**config.mk**
```make
export PLATFORM = sky130hd
export DESIGN_NAME = mem_byte_engine_flat
export DESIGN_NICKNAME = d
export VERILOG_FILES = /design/src/rtl/mem_byte_engine_if.sv /design/src/rtl/mem_byte_engine.sv /design/src/flat_wrapper.sv
export SDC_FILE = /design/constraint.sdc
export NUM_CORES = 1
export LEC_CHECK = 0
export ABC_AREA = 1
export ABC_CLOCK_PERIOD_IN_PS = 5050
export BUFFER_PORTS_ARGS = -buffer_cell sky130_fd_sc_hd__buf_4
export CAP_MARGIN = 20
export CELL_PAD_IN_SITES_DETAIL_PLACEMENT = 0
export CELL_PAD_IN_SITES_GLOBAL_PLACEMENT = 2
export CORE_MARGIN = 2
export CORE_UTILIZATION = 32
export DETAILED_ROUTE_END_ITERATION = 10
export PLACE_DENSITY = 0.83
export SYNTH_ARGS = -nofsm -noshare
export SYNTH_HDL_FRONTEND = slang
export SYNTH_SLANG_ARGS = --single-unit
```
**constraint.sdc**
```tcl
create_clock -name clk_in -period 5.05 [get_ports clk_in]
set_input_delay 0.505 -clock clk_in [delete_from_list [all_inputs] [get_ports clk_in]]
set_output_delay 0.505 -clock clk_in [all_outputs]
set_load 0.01 [all_outputs]
```
**src/rtl/mem_byte_engine_if.sv**
```systemverilog
`default_nettype none
// ============================================================================
// Module      : mem_byte_engine_if
// Description : Bus bundle for mem_byte_engine. Carries the initiator request
//               and response signals plus the byte-wide RAM port.
//               slave  - the engine side (drives response and RAM outputs)
//               master - the initiator / RAM side
// Ports       : req_valid, req_wr, req_len[2:0], req_addr[31:0],
//               req_wdata[31:0]                      (request)
//               rsp_ready, rsp_data[31:0]            (response)
//               mem_din[7:0], mem_dout[7:0], mem_a[31:0], mem_wr,
//               io_buffer_full                       (RAM / I/O)
// Revision    : 1.0 - initial release
// ============================================================================
interface mem_byte_engine_if;
  logic        req_valid;
  logic        req_wr;
  logic [2:0]  req_len;
  logic [31:0] req_addr;
  logic [31:0] req_wdata;

  logic        rsp_ready;
  logic [31:0] rsp_data;

  logic [7:0]  mem_din;
  logic [7:0]  mem_dout;
  logic [31:0] mem_a;
  logic        mem_wr;
  logic        io_buffer_full;

  modport slave (
    input  req_valid, req_wr, req_len, req_addr, req_wdata, mem_din, io_buffer_full,
    output rsp_ready, rsp_data, mem_dout, mem_a, mem_wr
  );

  modport master (
    output req_valid, req_wr, req_len, req_addr, req_wdata, mem_din, io_buffer_full,
    input  rsp_ready, rsp_data, mem_dout, mem_a, mem_wr
  );
endinterface
`default_nettype wire

```
**src/rtl/mem_byte_engine.sv**
```systemverilog
`default_nettype none
// ============================================================================
// Module      : mem_byte_engine
// Description : Serialises 8/16/32-bit loads and stores onto a byte-wide
//               synchronous RAM. Loads are assembled little-endian and
//               optionally sign-extended; stores stall on a full UART buffer
//               when the address falls in the I/O window (mem_a[17:16]=11).
// Ports       : clk_in   - system clock
//               rst_in   - asynchronous active-high reset
//               rdy_in   - global enable, everything freezes while low
//               clear_in - pipeline flush (aborts loads, never stores)
//               bus      - request/response/RAM bundle (slave side)
// Revision    : 1.0 - initial release
// ============================================================================
module mem_byte_engine (
  input  wire logic        clk_in,
  input  wire logic        rst_in,
  input  wire logic        rdy_in,
  input  wire logic        clear_in,
  mem_byte_engine_if.slave bus
);

  typedef enum logic [1:0] {
    IDLE  = 2'd0,
    READ  = 2'd1,
    WRITE = 2'd2,
    DONE  = 2'd3
  } state_t;

  state_t      state_q, state_d;
  logic [2:0]  cnt_q, cnt_d;        // READ: edges since accept; WRITE: byte being driven
  logic        wr_q, wr_d;
  logic [2:0]  len_q, len_d;
  logic [31:0] wdata_q, wdata_d;
  logic [31:0] asm_q, asm_d;        // load bytes gathered so far
  logic [31:0] mem_a_q, mem_a_d;
  logic [7:0]  mem_dout_q, mem_dout_d;
  logic        mem_wr_q, mem_wr_d;
  logic        rsp_ready_q, rsp_ready_d;
  logic [31:0] rsp_data_q, rsp_data_d;

  logic [2:0]  n;
  logic [2:0]  cnt_inc;

  function automatic logic [2:0] byte_count(input logic [1:0] size);
    case (size)
      2'd0:    return 3'd1;
      2'd1:    return 3'd2;
      default: return 3'd4;
    endcase
  endfunction

  function automatic logic [31:0] extend(input logic [31:0] raw, input logic [2:0] len);
    logic s;
    s = len[2];
    case (len[1:0])
      2'd0:    return {{24{s & raw[7]}}, raw[7:0]};
      2'd1:    return {{16{s & raw[15]}}, raw[15:0]};
      default: return raw;
    endcase
  endfunction

  function automatic logic [7:0] pick_byte(input logic [31:0] data, input logic [1:0] idx);
    case (idx)
      2'd0:    return data[7:0];
      2'd1:    return data[15:8];
      2'd2:    return data[23:16];
      default: return data[31:24];
    endcase
  endfunction

  // A store to the I/O window must wait while the UART buffer is full.
  function automatic logic io_stall(input logic [1:0] addr_hi, input logic full);
    return (addr_hi == 2'b11) && full;
  endfunction

  assign n       = byte_count(len_q[1:0]);
  assign cnt_inc = cnt_q + 3'd1;

  always_comb begin
    state_d     = state_q;
    cnt_d       = cnt_q;
    wr_d        = wr_q;
    len_d       = len_q;
    wdata_d     = wdata_q;
    asm_d       = asm_q;
    mem_a_d     = mem_a_q;
    mem_dout_d  = mem_dout_q;
    mem_wr_d    = mem_wr_q;
    rsp_ready_d = rsp_ready_q;
    rsp_data_d  = rsp_data_q;

    case (state_q)
      IDLE: begin
        rsp_ready_d = 1'b0;
        if (bus.req_valid && !clear_in) begin
          wr_d    = bus.req_wr;
          len_d   = bus.req_len;
          wdata_d = bus.req_wdata;
          cnt_d   = 3'd0;
          mem_a_d = bus.req_addr;
          if (bus.req_wr) begin
            mem_wr_d   = !io_stall(bus.req_addr[17:16], bus.io_buffer_full);
            mem_dout_d = bus.req_wdata[7:0];
            state_d    = WRITE;
          end else begin
            mem_wr_d = 1'b0;
            state_d  = READ;
          end
        end
      end

      READ: begin
        if (clear_in) begin
          state_d     = IDLE;
          mem_a_d     = 32'd0;
          rsp_ready_d = 1'b0;
        end else begin
          cnt_d = cnt_inc;
          // Keep issuing addresses until the last byte address is out.
          if (cnt_inc < n) begin
            mem_a_d = mem_a_q + 32'd1;
          end
          // RAM latency is one cycle, so byte i arrives when cnt_q = i+1.
          for (int i = 0; i < 4; i++) begin
            if (int'(cnt_q) == i + 1) begin
              asm_d[8*i +: 8] = bus.mem_din;
            end
          end
          if (cnt_q == n) begin
            rsp_data_d  = extend(asm_d, len_q);
            rsp_ready_d = 1'b1;
            state_d     = DONE;
          end
        end
      end

      WRITE: begin
        if (mem_wr_q) begin
          // The byte on the bus this cycle has been written.
          if (cnt_inc == n) begin
            mem_wr_d    = 1'b0;
            mem_a_d     = 32'd0;
            rsp_ready_d = 1'b1;
            state_d     = DONE;
          end else begin
            cnt_d      = cnt_inc;
            mem_a_d    = mem_a_q + 32'd1;
            mem_dout_d = pick_byte(wdata_q, cnt_inc[1:0]);
            mem_wr_d   = !io_stall(mem_a_d[17:16], bus.io_buffer_full);
          end
        end else begin
          // Stalled: hold the same byte until the buffer drains.
          mem_wr_d = !io_stall(mem_a_q[17:16], bus.io_buffer_full);
        end
      end

      DONE: begin
        state_d     = IDLE;
        rsp_ready_d = 1'b0;
        if (clear_in && !wr_q) begin
          mem_a_d = 32'd0;
        end
      end

      default: begin
        state_d = IDLE;
      end
    endcase
  end

  always_ff @(posedge clk_in or posedge rst_in) begin
    if (rst_in) begin
      state_q     <= IDLE;
      cnt_q       <= 3'd0;
      wr_q        <= 1'b0;
      len_q       <= 3'd0;
      wdata_q     <= 32'd0;
      asm_q       <= 32'd0;
      mem_a_q     <= 32'd0;
      mem_dout_q  <= 8'd0;
      mem_wr_q    <= 1'b0;
      rsp_ready_q <= 1'b0;
      rsp_data_q  <= 32'd0;
    end else if (rdy_in) begin
      state_q     <= state_d;
      cnt_q       <= cnt_d;
      wr_q        <= wr_d;
      len_q       <= len_d;
      wdata_q     <= wdata_d;
      asm_q       <= asm_d;
      mem_a_q     <= mem_a_d;
      mem_dout_q  <= mem_dout_d;
      mem_wr_q    <= mem_wr_d;
      rsp_ready_q <= rsp_ready_d;
      rsp_data_q  <= rsp_data_d;
    end
  end

  assign bus.rsp_ready = rsp_ready_q;
  assign bus.rsp_data  = rsp_data_q;
  assign bus.mem_a     = mem_a_q;
  assign bus.mem_dout  = mem_dout_q;
  assign bus.mem_wr    = mem_wr_q;

endmodule
`default_nettype wire

```
**src/flat_wrapper.sv**
```systemverilog
// flat-port wrapper written by rule: the top's interface ports become plain ports
module mem_byte_engine_flat 
  (clk_in, rst_in, rdy_in, clear_in, bus_req_valid, bus_req_wr, bus_req_len, bus_req_addr, bus_req_wdata, bus_mem_din, bus_io_buffer_full, bus_rsp_ready, bus_rsp_data, bus_mem_dout, bus_mem_a, bus_mem_wr);
  mem_byte_engine_if bus_i ();
  input  wire logic clk_in;
  input  wire logic rst_in;
  input  wire logic rdy_in;
  input  wire logic clear_in;
  input wire logic [$bits(bus_i.req_valid)-1:0] bus_req_valid;
  input wire logic [$bits(bus_i.req_wr)-1:0] bus_req_wr;
  input wire logic [$bits(bus_i.req_len)-1:0] bus_req_len;
  input wire logic [$bits(bus_i.req_addr)-1:0] bus_req_addr;
  input wire logic [$bits(bus_i.req_wdata)-1:0] bus_req_wdata;
  input wire logic [$bits(bus_i.mem_din)-1:0] bus_mem_din;
  input wire logic [$bits(bus_i.io_buffer_full)-1:0] bus_io_buffer_full;
  output wire logic [$bits(bus_i.rsp_ready)-1:0] bus_rsp_ready;
  output wire logic [$bits(bus_i.rsp_data)-1:0] bus_rsp_data;
  output wire logic [$bits(bus_i.mem_dout)-1:0] bus_mem_dout;
  output wire logic [$bits(bus_i.mem_a)-1:0] bus_mem_a;
  output wire logic [$bits(bus_i.mem_wr)-1:0] bus_mem_wr;
  assign bus_i.req_valid = bus_req_valid;
  assign bus_i.req_wr = bus_req_wr;
  assign bus_i.req_len = bus_req_len;
  assign bus_i.req_addr = bus_req_addr;
  assign bus_i.req_wdata = bus_req_wdata;
  assign bus_i.mem_din = bus_mem_din;
  assign bus_i.io_buffer_full = bus_io_buffer_full;
  assign bus_rsp_ready = bus_i.rsp_ready;
  assign bus_rsp_data = bus_i.rsp_data;
  assign bus_mem_dout = bus_i.mem_dout;
  assign bus_mem_a = bus_i.mem_a;
  assign bus_mem_wr = bus_i.mem_wr;
  mem_byte_engine u_core (.clk_in(clk_in), .rst_in(rst_in), .rdy_in(rdy_in), .clear_in(clear_in), .bus(bus_i));
endmodule
```
### Yosys cells after proc, flatten, opt, wreduce, memory -nomap -nowiden

Index checks and enable logic that the tools add are counted.

| cells by class | value |
|---|---|
| $add $sub $neg | 2 |
| mux-type cells | 45 |
| bitwise logic cells | 3 |
| reduce and logical (&&, ||, !) cells | 25 |
| magnitude comparators | 1 |
| equal/unequal tests | 24 |

Operator list:

| kind | number |
|---|---|
| $mux W32 | 6 |
| $pmux W32 S4 | 1 |
| $mux W8 | 12 |
| $pmux W32 S2 | 1 |
| $add A32 B1 Y32 const B | 1 |
| $pmux W8 S3 | 1 |
| $pmux W8 S2 | 1 |
| $eq A2 B2 Y1 const B | 6 |
| $mux W2 | 6 |
| $mux W3 | 4 |
| $reduce_and A6 Y1 | 2 |
| $reduce_and A5 Y1 | 2 |
| $eq A3 B3 Y1 const B | 3 |
| $pmux W3 S3 | 1 |
| $reduce_and A3 Y1 | 3 |
| $mux W1 | 8 |
| $ne A2 B1 Y1 const B | 4 |
| $pmux W2 S4 | 1 |
| $reduce_and A4 Y1 | 2 |
| $eq A2 B1 Y1 const B | 3 |
| $eq A3 B3 Y1 | 2 |
| $logic_not A2 Y1 | 3 |
| $ne A2 B2 Y1 const B | 3 |
| $ne A3 B2 Y1 const B | 2 |
| 13 further kinds | 22 |

| storage, ports and cells | value |
|---|---|
| output and inout port bits | 74 |
| register bits | 147 |
| input bits | 82 |
| word-level logic and storage cells | 111 |

### Logic depth before layout (Yosys ltp)

Gate-level depths: netlist of run 1.

| depth | value |
|---|---|
| word-level depth | 7 |
| gate-level depth with buffers | 13 |
| mapped depth without buffers | 12 |

### Worst setup path after synthesis of run 1

No wires, ideal clock.

| path | value |
|---|---|
| path type | reg2reg |
| start point | register u_core.cnt_q[0] |
| end point | register u_core.mem_a_q[12] (netlist: u_core.bus.mem_a[12]) |
| data required time | 4.973 ns |
| setup time | 0.077 ns |
| buffers on the path | 1 |
| arrival | 2.127 ns |
| cell stages (with the launch flop) | 13 |
| path slack | 2.845 ns |
| clock period less this slack | 2.205 ns |
| path through | dfrtp_1 ha_1 ha_1 inv_1 ha_1 nand3_1 nand2_1 a21oi_4 inv_2 buf_2 a31oi_1 o21ai_1 a21oi_1 |

| on the way | value |
|---|---|
| longest elaborated chain between the ends | 5 |
| elaborated cells on any way between the ends | 8 |
| classes of those cells | add/sub (1); order compare (1); eq/ne (2); mux (3); reduce/logical (1) |

RTL lines:

| item | RTL line | source |
|---|---|---|
| start, declared | mem_byte_engine.sv:31 | `logic [2:0] cnt_q, cnt_d;` |
| start signal, assigned | mem_byte_engine.sv:187 | `cnt_q <= cnt_d;` |
| $add A3 B1 Y3 (*) | mem_byte_engine.sv:78 | `assign cnt_inc = cnt_q + 3'd1;` |
| parallel branches: the longest is 4 deep, another holds $lt A3 B3 Y1 | n/a |  |
| end signal, assigned | mem_byte_engine.sv:192 | `mem_a_q <= mem_a_d;` |
| end, declared | mem_byte_engine.sv:36 | `logic [31:0] mem_a_q, mem_a_d;` |

Mark *: on every way between the ends. The select of a mux whose other input is x is not followed.
A chain may end at the register's enable or synchronous reset.

### Worst setup path after layout of run 1

| path | value |
|---|---|
| start point | register u_core.state_q[1] |
| end point | register u_core.rsp_data_q[30] (netlist: u_core.bus.rsp_data[30]) |

| on the way | value |
|---|---|
| longest elaborated chain between the ends | 2 |

RTL lines:

| item | RTL line | source |
|---|---|---|
| start, declared | mem_byte_engine.sv:30 | `state_t state_q, state_d;` |
| start signal, assigned | mem_byte_engine.sv:186 | `state_q <= state_d;` |
| $eq A2 B1 Y1 | n/a |  |
| $reduce_and A4 Y1 (no source line) | n/a |  |
| end signal, assigned | mem_byte_engine.sv:196 | `rsp_data_q <= rsp_data_d;` |
| end, declared | mem_byte_engine.sv:40 | `logic [31:0] rsp_data_q, rsp_data_d;` |

Every way passes these cells.

==> results of run 1 <==
[sequential cells by signal, summed over array words and instances (netlist names)]
register,count
u_core.cnt_q,3
u_core.state_q,2
u_core.wr_q,1
u_core.bus.mem_a,32
u_core.wdata_q,32
u_core.asm_q,32
u_core.bus.rsp_data,32
u_core.len_q,3
u_core.bus.mem_wr,1
u_core.bus.mem_dout,8
u_core.bus.rsp_ready,1
[cell families after synthesis]
family	count (synthesis)
mux	34
simple gates	454
flops	147
compound gates	216
fa+ha+maj	15
xor+xnor	2
buf+inv	121
[layout by cell type, fill, tap and decap left out, drive strengths merged, types with 9 or more instances in the layout]
master	instances
nand2	282
nand4	9
nand3	43
inv	89
nor2	108
o21ai	101
dfrtp	147
buf	160
a31oi	18
clkbuf	18
a21oi	74
ha	15
mux2	34
[layer usage]
metal  global-route usage  vias up
met4               0.0560        0
li1                     -     3540
met3               0.0315       21
met1                0.258     3333
met5                    0        -
met2                0.286      144
[worst max-delay path by stage]
stage	start	endpoint	slack, ns
2_1_floorplan	rst_in	u_core.asm_q[0]$_DFFE_PP0P_	0.59
6_report	u_core.state_q[1]$_DFFE_PP0P_	u_core.bus.rsp_data[30]$_DFFE_PP0P_	1.72
3_3_place_gp	u_core.state_q[1]$_DFFE_PP0P_	u_core.bus.rsp_data[27]$_DFFE_PP0P_	1.76
4_1_cts	u_core.state_q[1]$_DFFE_PP0P_	u_core.bus.rsp_data[30]$_DFFE_PP0P_	1.65
3_5_place_dp	u_core.state_q[1]$_DFFE_PP0P_	u_core.bus.rsp_data[30]$_DFFE_PP0P_	1.67
5_1_grt	u_core.state_q[1]$_DFFE_PP0P_	u_core.bus.rsp_data[31]$_DFFE_PP0P_	1.28
[stage by stage]
stage	area, um2	power, uW	hold WS (ns)	worst slack (ns)	instances
after floorplan	7880	3760	0.442	0.594	989
after global placement	9260	4720	0.454	1.76	1430
after detailed placement	9260	4760	0.460	1.67	1430
after CTS	9850	6080	0.213	1.65	1462
after global routing	9870	6520	0.247	1.28	1463
final	9870	6020	0.193	1.72	1463
[cell type report]
| class | count | area (um2) |
|---|---|---|
| clock buffer | 18 | 439 |
| clock inverter | 14 | 154 |
| timing repair buffer | 160 | 1210 |
| sequential | 147 | 3680 |
| multi-input combinational | 721 | 3680 |
| fill | 2556 | 14400 |
| inverter | 79 | 307 |
| tap | 324 | 405 |
[power groups by stage]
stage | Clock (uW) | Sequential (uW) | Combinational (uW)
after global placement | 0 | 2170 | 2550
after CTS | 1340 | 2160 | 2590
after global routing | 1380 | 2240 | 2900
after floorplan | 0 | 2180 | 1580
after detailed placement | 0 | 2180 | 2580
final | 1310 | 2160 | 2560
[worst max-delay path: cells and delay by family, from the launching register on]
family        cells  cell delay [ns]
simple gates      5             1.46
buf+inv           5             1.15
flops             1             0.42
fa+ha+maj         1             0.15
==> flow_summary.toml, run 1 <==
[logic_synthesis]
yosysWarnings = 0
synth.area.mux_share = 0.0486
yosysUniqueCellTypes = 44
synth_top_family_by_area = "simple AND/OR/NAND/NOR gates"
synth_edf_count = 0
synth_top_cell_by_area = "dfrtp_1"
synth_seq_area_share = 0.467
ys_seq_elements = 147
yosys.area_share.adder = 0.0238
synth.most_common_cell = "nand2_1"
syn-num-nets = 1086
synth_flop_cell = "dfrtp_1"
synth-xor-area-share = 0.00222
synth_area_leaders = "dfrtp_1 47%, nand2_1 13%, o21ai_0 5.5%"
synthArstFlopShare = 1.00
avgSynthCellArea_um2 = 7.97
synth_top_area_frac = 0.467
synthCells = 989
netlist_area_um2 = 7880
synth_common_cells = "277 x nand2_1, 147 x dfrtp_1, 99 x nor2_1"
synth-compound-area-share = 0.150
synth-simple-area-share = 0.241

[run]
drv_cap = 0

[worst_setup_path]
reg2reg_depth = 11
ff2ff_setup_slack_ns = 1.72
cp_max_fo = 55
reg2reg_to = "u_core.bus.rsp_data[30]$_DFFE_PP0P_"
worstSetupStartpointType = "flip-flop"
critPathRequiredTime_ns = 5.36
cp_common_cell = "inv_2"
critPathSlowestCell = "nor2_1"
critical_path.cell_chain = "inv_1, ha_1, inv_1, nor2_4, inv_2, nor2_1, inv_2, nor2_8, inv_2, nand2_1, nand2_1"
crit_arrival_ns = 3.64
critPathCaptureType = "flip-flop"
slowest_delay_ns = 0.63
worst-setup-path-type = "flip-flop to flip-flop"
r2r_start = "u_core.state_q[1]$_DFFE_PP0P_"

[drt]
m1WireLength_mm = 11.3
top_layer_used = "met4"
drt_iter0_markers = 441
drt-pass1-iter-count = 5
wl_mm = 23.0
antenna_left = 0
via_per_inst = 4.81
met2_length_mm = 10.6
drc_errors = 0
num_vias = 7038
met3_length_um = 862
wire_per_inst_um = 15.7

[floorplanning]
fp.coreArea_um2 = 24200
dieArea_um2 = 25900
die_h_um = 161
start_util = 0.325
num_rows = 57
ios = 156
die_x_um = 161

[sta]
slew_violations = 0
rsz0062_at_grt = "no"
setup_viol = 0
post-route-period-util = 0.660
slew_headroom = 0.407
finalHoldViolations = 0
timing.fmax_mhz = 300
setup_tns_ns = 0
finClkSkew_ns = 0.0144
tightest_slew_ns = 0.883
finalCriticalPeriod_ns = 3.33

[cells_and_area]
n_antenna_cell = 0
drive_above_1_share = 0.228
fin_nets = 1223
post-route-util = 0.407
syn_to_final_growth_pct = 25.2

[power_and_ir_drop]
p_per_area_nw_per_um2 = 610
combPwrFrac = 0.425
p_sw_frac = 0.424
p_clk_frac = 0.217
power.internal_uw = 3470
p_switching_uw = 2550
p_leak_uw = 0.00481
seqPwrFrac = 0.358
ir_drop_mv = 0.235

[clock_network]
clkLatencyLatePin_ns = 0.44
cts-root-buf = "clkbuf_16"
cts_tree = "built"
htree_levels = 4
ctsLongestPathBuffers = 2
numCtsBuffers = 17
postCtsResizedCells = 0
clock-sinks = 147
postCtsHoldBufs = 0
cts_setup_buffers = 0
clkSlewWorstSetupHoldPaths_ns = 0.07

[global_routing]
grt_pass1_wl_mm = 37.3
antenna_found_initial = 0
grt_use_total = 0.183
grt_pass1_vias = 6868
grt_overflow_total = 0
grt_max_degree = 72

[worst_hold_path]
hold_path_class = "primary input to async pin"

[placement]
globalplace.congestion = 0.814
place_hpwl_mm = 16.4
portBuffers = 155

[status]
status = "finished clean"
Note: power is estimated with default switching activity, not from simulation.
==> run 2: changes to the inputs <==
Settings changed: ABC_AREA 1 to 0, ABC_CLOCK_PERIOD_IN_PS 5050 to 2920, PLACE_DENSITY 0.83 to 0.8.
Clock period 5.05 ns to 2.92 ns, I/O delays scaled along.
==> run 2 against run 1 <==
Clock power is 80% higher; synthesized cell count down 25%; non-clock buffer count up 29; combinational power rose by 86%; via count down 9.7%; register-to-register slack worse by 1.5 ns; sequential share of layout area shrank 0.62 points; final cell count fell by 15%; sequential cell count is the same; largest cell class is now multi-input gates; synthesized area decreased by 1.6%.
==> flow_summary.toml, run 2 <==
[global_routing]
antenna_found_initial = 1
grt_pass1_wl_mm = 35.3
grt_use_total = 0.174
grt_overflow_total = 0
grt_pass1_vias = 6382
grt_max_degree = 44

[logic_synthesis]
syn-num-nets = 843
netlist_area_um2 = 7760
synth_common_cells = "147 x dfrtp_1, 87 x nand2_1, 83 x mux2_2"
synth_area_leaders = "dfrtp_1 47%, mux2_2 12%, nand2_1 4.2%"
synthArstFlopShare = 1.00
synth.most_common_cell = "dfrtp_1"
avgSynthCellArea_um2 = 10.4
synth_flop_cell = "dfrtp_1"
yosysUniqueCellTypes = 56
synth_edf_count = 0
synth_top_area_frac = 0.474
synthCells = 746
synth_seq_area_share = 0.474
yosysWarnings = 0
ys_seq_elements = 147
synth_top_cell_by_area = "dfrtp_1"

[clock_network]
numCtsBuffers = 17
clkSlewWorstSetupHoldPaths_ns = 0.07
cts_tree = "built"
clkLatencyLatePin_ns = 0.42
postCtsHoldBufs = 0
ctsLongestPathBuffers = 2
cts-root-buf = "clkbuf_16"
htree_levels = 4
clock-sinks = 147

[cells_and_area]
multi_input_area_um2 = 3750
register_area_um2 = 3680
final_cell_mix = "186 x buf_4, 147 x dfrtp_1, 87 x nand2_1"
fillCellCount = 2361
finalInstanceArea_um2 = 10000
syn_to_final_growth_pct = 29.4
drive_above_1_share = 0.354
final_cells = 1237
post-route-util = 0.425
final_common_cell = "buf_4"
fin_nets = 1001

[sta]
timing.fmax_mhz = 367
slew_violations = 0
setup_tns_ns = 0
tightest_slew_ns = 0.943
rsz0062_at_grt = "no"
post-route-period-util = 0.933
slew_headroom = 0.372
finClkSkew_ns = 0.0134
fin_ws_ns = 0.195
finalHoldViolations = 0
finalCriticalPeriod_ns = 2.72
setup_viol = 0

[worst_setup_path]
crit_arrival_ns = 3.09
critPathSlowestCell = "dfrtp_1"
worst-setup-path-type = "flip-flop to flip-flop"
r2r_start = "u_core.cnt_q[0]$_DFFE_PP0P_"
cp.depth = 11
crit_end = "u_core.bus.mem_a[15]$_DFFE_PP0P_"
critPathRequiredTime_ns = 3.28
reg2reg_to = "u_core.bus.mem_a[15]$_DFFE_PP0P_"
cp_max_fo = 24
worstSetupStartpointType = "flip-flop"
reg2reg_depth = 11
critPathCaptureType = "flip-flop"
critical_path.cell_chain = "ha_1, ha_1, inv_1, ha_1, nand3_1, a21oi_2, buf_4, or2_1, buf_12, o41ai_1, a22o_1"
slowest_delay_ns = 0.44
critPathLaunch = "u_core.cnt_q[0]$_DFFE_PP0P_"
cp_common_cell = "ha_1"
crit_buf_inv = 3
crit_family = "adder cells"
ff2ff_setup_slack_ns = 0.20

[floorplanning]
die_x_um = 160
start_util = 0.329
die_h_um = 160
dieArea_um2 = 25500
num_rows = 56
fp.coreArea_um2 = 23600
ios = 156

[placement]
place_hpwl_mm = 15.2
place_ws_ns = 0.136
place_area_um2 = 9410
dp_cells = 1204
globalplace.congestion = 0.803
portBuffers = 155

[run]
drv_cap = 0

[power_and_ir_drop]
p_per_area_nw_per_um2 = 1060
ir_drop_mv = 0.418
p_leak_uw = 0.00455

[drt]
drt-pass1-iter-count = 4
num_vias = 6353
wl_mm = 21.9
via_per_inst = 5.14
drc_errors = 0
drt_iter0_markers = 303
antenna_left = 0
wire_per_inst_um = 17.7

[worst_hold_path]
hold_path_class = "primary input to async pin"

[status]
status = "finished clean"
## run 2: changes by cell type after synthesis, moves of 13 or more
cell	previous run	this run
nand2_1	277	87
nor2_1	99	35
a21oi_1	73	16
o21ai_0	86	29
mux2_2	34	83
inv_1	69	30
nand3_1	42	17
mux2i_1	0	22
a211oi_1	0	21
o22ai_1	0	17
o31ai_1	1	15
o31a_1	0	13
## run 2: worst reg2reg max path: stages, from the launching register on
cell     delay [ns]
dfrtp_1        0.44
ha_1           0.22
ha_1           0.27
inv_1          0.05
ha_1           0.30
nand3_1        0.14
a21oi_2        0.10
buf_4          0.18
or2_1          0.25
buf_12         0.17
o41ai_1        0.37
a22o_1         0.19
## run 2: what timing repair did
item | 4_1_cts | 5_1_grt
gates resized for setup | 0 | 1
setup buffers | 0 | 0
endpoints found under the setup margin | 0 | 6
hold endpoints to repair | 0 | 0
## run 2: routing by layer
metal  global-route usage  wire (um)
met1                0.233      10000
met2                0.281      10600
met3               0.0338        936
met4               0.0574        341
met5                    0          0
## run 2: worst min-delay path by stage
stage | to | slack [ns] | cells past startpoint
final | u_core.bus.rsp_data[0]$_DFFE_PP0P_ | 0.03 | 2
after global routing | u_core.bus.rsp_data[0]$_DFFE_PP0P_ | 0.07 | 2
after CTS | u_core.bus.rsp_data[0]$_DFFE_PP0P_ | 0.05 | 2
after detailed placement | u_core.asm_q[30]$_DFFE_PP0P_ | 0.47 | 2
after global placement | u_core.asm_q[30]$_DFFE_PP0P_ | 0.46 | 2
after floorplan | u_core.len_q[0]$_DFFE_PP0P_ | 0.44 | 1
## run 2: power breakdown
part	switching, uW	internal, uW	leakage, uW	total [uW]
combinational	2500	2250	0.00236	4750
sequential	665	2900	0.00188	3570
clock	981	1380	0.000304	2360
total	4150	6530	0.00455	10700
## run 2: final cells by class
class,instances,area share
Antenna cell,1,0.000249
Clock buffer,18,0.0427
Clock inverter,14,0.0196
Inverter,32,0.0123
Multi-Input combinational cell,517,0.374
Sequential cell,147,0.366
Tap cell,319,0.0398
Timing Repair Buffer,189,0.145
## run 2: cell families (layout without fill, tap and decap cells)
family                     count (synthesis)  after routing  share of synthesized area
and+or+nand+nor                          210            210                      0.135
other                                      0              1                          0
AOI/OAI and AO/OA                        187            187                      0.173
buffers and inverters                     82            253                     0.0448
adders and majority gates                 15             15                     0.0242
muxes                                    105            105                      0.149
DFF                                      147            147                      0.474
## run 2: per-stage QoR
stage	hold WS (ns)	power, uW
3_5_place_dp	0.470	8380
3_3_place_gp	0.461	8350
2_1_floorplan	0.443	6480
4_1_cts	0.0475	10800
6_report	0.0265	10700
5_1_grt	0.0710	11500
==> run 3: changes to the inputs <==
Settings changed: CORE_MARGIN 2 to 3.
==> run 3 against run 2 <==
Combinational power hardly changed; final cell count is 0.57% lower; routed wire length is 2.3% higher; power is 1.8% lower; sequential cell count stayed put; clock skew is 0.0038 ns lower; sequential share of layout area is 0.35 points higher; register-to-register slack hardly changed; via count hardly changed; maximum frequency hardly changed; clock-buffer cell count stayed put.
==> flow_summary.toml, run 3 (synthesis results as in run 2) <==
[sta]
post-route-period-util = 0.933
slew_violations = 0
timing.fmax_mhz = 367
whs_ns = 0.0886
rsz0062_at_grt = "no"
finalCriticalPeriod_ns = 2.72
setup_viol = 0
finalHoldViolations = 0
slew_headroom = 0.392
tightest_slew_ns = 0.912
setup_tns_ns = 0
finClkSkew_ns = 0.00965

[global_routing]
grt_busiest_layer = "met2"
grt_use_total = 0.172
grt_overflow_total = 0
grt_max_degree = 148
grt_pass1_wl_mm = 35.7
antenna_found_initial = 0
grt_pass1_vias = 6354
use_met1 = 0.236
grtUsageMet2 = 0.276
grtUsageMet3 = 0.0344

[worst_hold_path]
hold_path_class = "primary input to async pin"

[floorplanning]
ios = 156
fp.coreArea_um2 = 23700
start_util = 0.328
die_x_um = 162
dieArea_um2 = 26100
die_h_um = 162
num_rows = 56

[clock_network]
htree_levels = 4
cts_setup_buffers = 0
postCtsResizedCells = 0
cts-root-buf = "clkbuf_16"
clock-sinks = 147
clkLatencyLatePin_ns = 0.42
postCtsHoldBufs = 0
numCtsBuffers = 17
clkSlewWorstSetupHoldPaths_ns = 0.07
ctsLongestPathBuffers = 2
cts_tree = "built"

[worst_setup_path]
ff2ff_setup_slack_ns = 0.20
critical_path.cell_chain = "ha_1, ha_1, inv_1, ha_1, nand3_1, a21oi_2, buf_4, or2_1, buf_12, o41ai_1, a22o_1"
crit_buf_inv = 3
critPathCaptureType = "flip-flop"
r2r_start = "u_core.cnt_q[0]$_DFFE_PP0P_"
worst-setup-path-type = "flip-flop to flip-flop"
crit_family = "adder cells"
reg2reg_to = "u_core.bus.mem_a[22]$_DFFE_PP0P_"
cp_max_fo = 24
worstSetupStartpointType = "flip-flop"
crit_arrival_ns = 3.07
slowest_delay_ns = 0.44
critPathSlowestCell = "dfrtp_1"
cp_common_cell = "ha_1"
reg2reg_depth = 11
critPathRequiredTime_ns = 3.27

[placement]
dp_cells = 1198
portBuffers = 155
place_hpwl_mm = 15.2
globalplace.congestion = 0.796
place_area_um2 = 9370

[power_and_ir_drop]
seqPwrFrac = 0.341
p_clk_frac = 0.207
total_power_uw = 10500
p_leak_uw = 0.00449
p_switching_uw = 4150
p_per_area_nw_per_um2 = 1050
power.internal_uw = 6330
combPwrFrac = 0.452
ir_drop_mv = 0.447
p_sw_frac = 0.396

[drt]
num_vias = 6350
drt_iter0_markers = 389
wire_per_inst_um = 18.2
antenna_left = 0
wl_mm = 22.4
via_per_inst = 5.16
drc_errors = 0
drt-pass1-iter-count = 4

[cells_and_area]
final_cells = 1230
drive_above_1_share = 0.351
syn_to_final_growth_pct = 28.2
n_antenna_cell = 0
final_cell_mix = "180 x buf_4, 147 x dfrtp_1, 86 x nand2_1"
final_common_cell = "buf_4"
fillCellCount = 2402
finalInstanceArea_um2 = 9950
fin_nets = 995

[status]
status = "finished clean"

[run]
drv_cap = 0
[run 3: metal layers]
| metal | vias to the layer above | wire length, um |
|---|---|---|
| li1 | 3053 | - |
| met1 | 3142 | 10300 |
| met2 | 136 | 10800 |
| met3 | 19 | 901 |
| met4 | 0 | 334 |
| met5 | - | 0 |
[run 3: cell type report]
| class | count | area (um2) | share of cell area |
|---|---|---|---|
| clock buffer | 18 | 429 | 0.0431 |
| clock inverter | 14 | 148 | 0.0148 |
| inverter | 32 | 124 | 0.0125 |
| multi-input combinational | 517 | 3760 | 0.378 |
| sequential | 147 | 3680 | 0.370 |
| tap | 319 | 399 | 0.0401 |
| timing repair buffer | 183 | 1410 | 0.142 |
[run 3: power by group through the flow]
stage	clock (uW)	combinational [uW]	sequential [uW]
after global routing	2320	5250	3700
after global placement	0	4730	3590
after detailed placement	0	4780	3610
after CTS	2240	4790	3580
final	2170	4740	3580
after floorplan	0	2870	3610
[run 3: worst reg2reg max path, cell delays in order, from the launching register on]
cell and delay [ns]:
dfrtp_1 0.44, ha_1 0.23, ha_1 0.27, inv_1 0.05, ha_1 0.30, nand3_1 0.14, a21oi_2 0.09, buf_4 0.18
or2_1 0.25, buf_12 0.18, o41ai_1 0.34, a22o_1 0.20
[run 3: how the worst max path moves through the flow]
stage | startpoint | end | slack, ns | cells after the start
2_1_floorplan | u_core.len_q[1]$_DFFE_PP0P_ | u_core.bus.mem_a[25]$_DFFE_PP0P_ | 0.37 | 10
5_1_grt | u_core.cnt_q[0]$_DFFE_PP0P_ | u_core.bus.mem_a[22]$_DFFE_PP0P_ | 0.04 | 11
3_5_place_dp | u_core.cnt_q[0]$_DFFE_PP0P_ | u_core.bus.mem_a[25]$_DFFE_PP0P_ | 0.09 | 10
6_report | u_core.cnt_q[0]$_DFFE_PP0P_ | u_core.bus.mem_a[22]$_DFFE_PP0P_ | 0.20 | 11
4_1_cts | u_core.cnt_q[0]$_DFFE_PP0P_ | u_core.bus.mem_a[25]$_DFFE_PP0P_ | 0.07 | 10
3_3_place_gp | u_core.cnt_q[0]$_DFFE_PP0P_ | u_core.bus.mem_a[2]$_DFFE_PP0P_ | 0.15 | 10
[run 3: through the flow]
step | util | setup WS (ns)
2_1_floorplan | - | 0.369
3_3_place_gp | 0.395 | 0.148
3_5_place_dp | 0.395 | 0.0925
4_1_cts | 0.420 | 0.0703
5_1_grt | 0.420 | 0.0434
6_report | 0.420 | 0.196
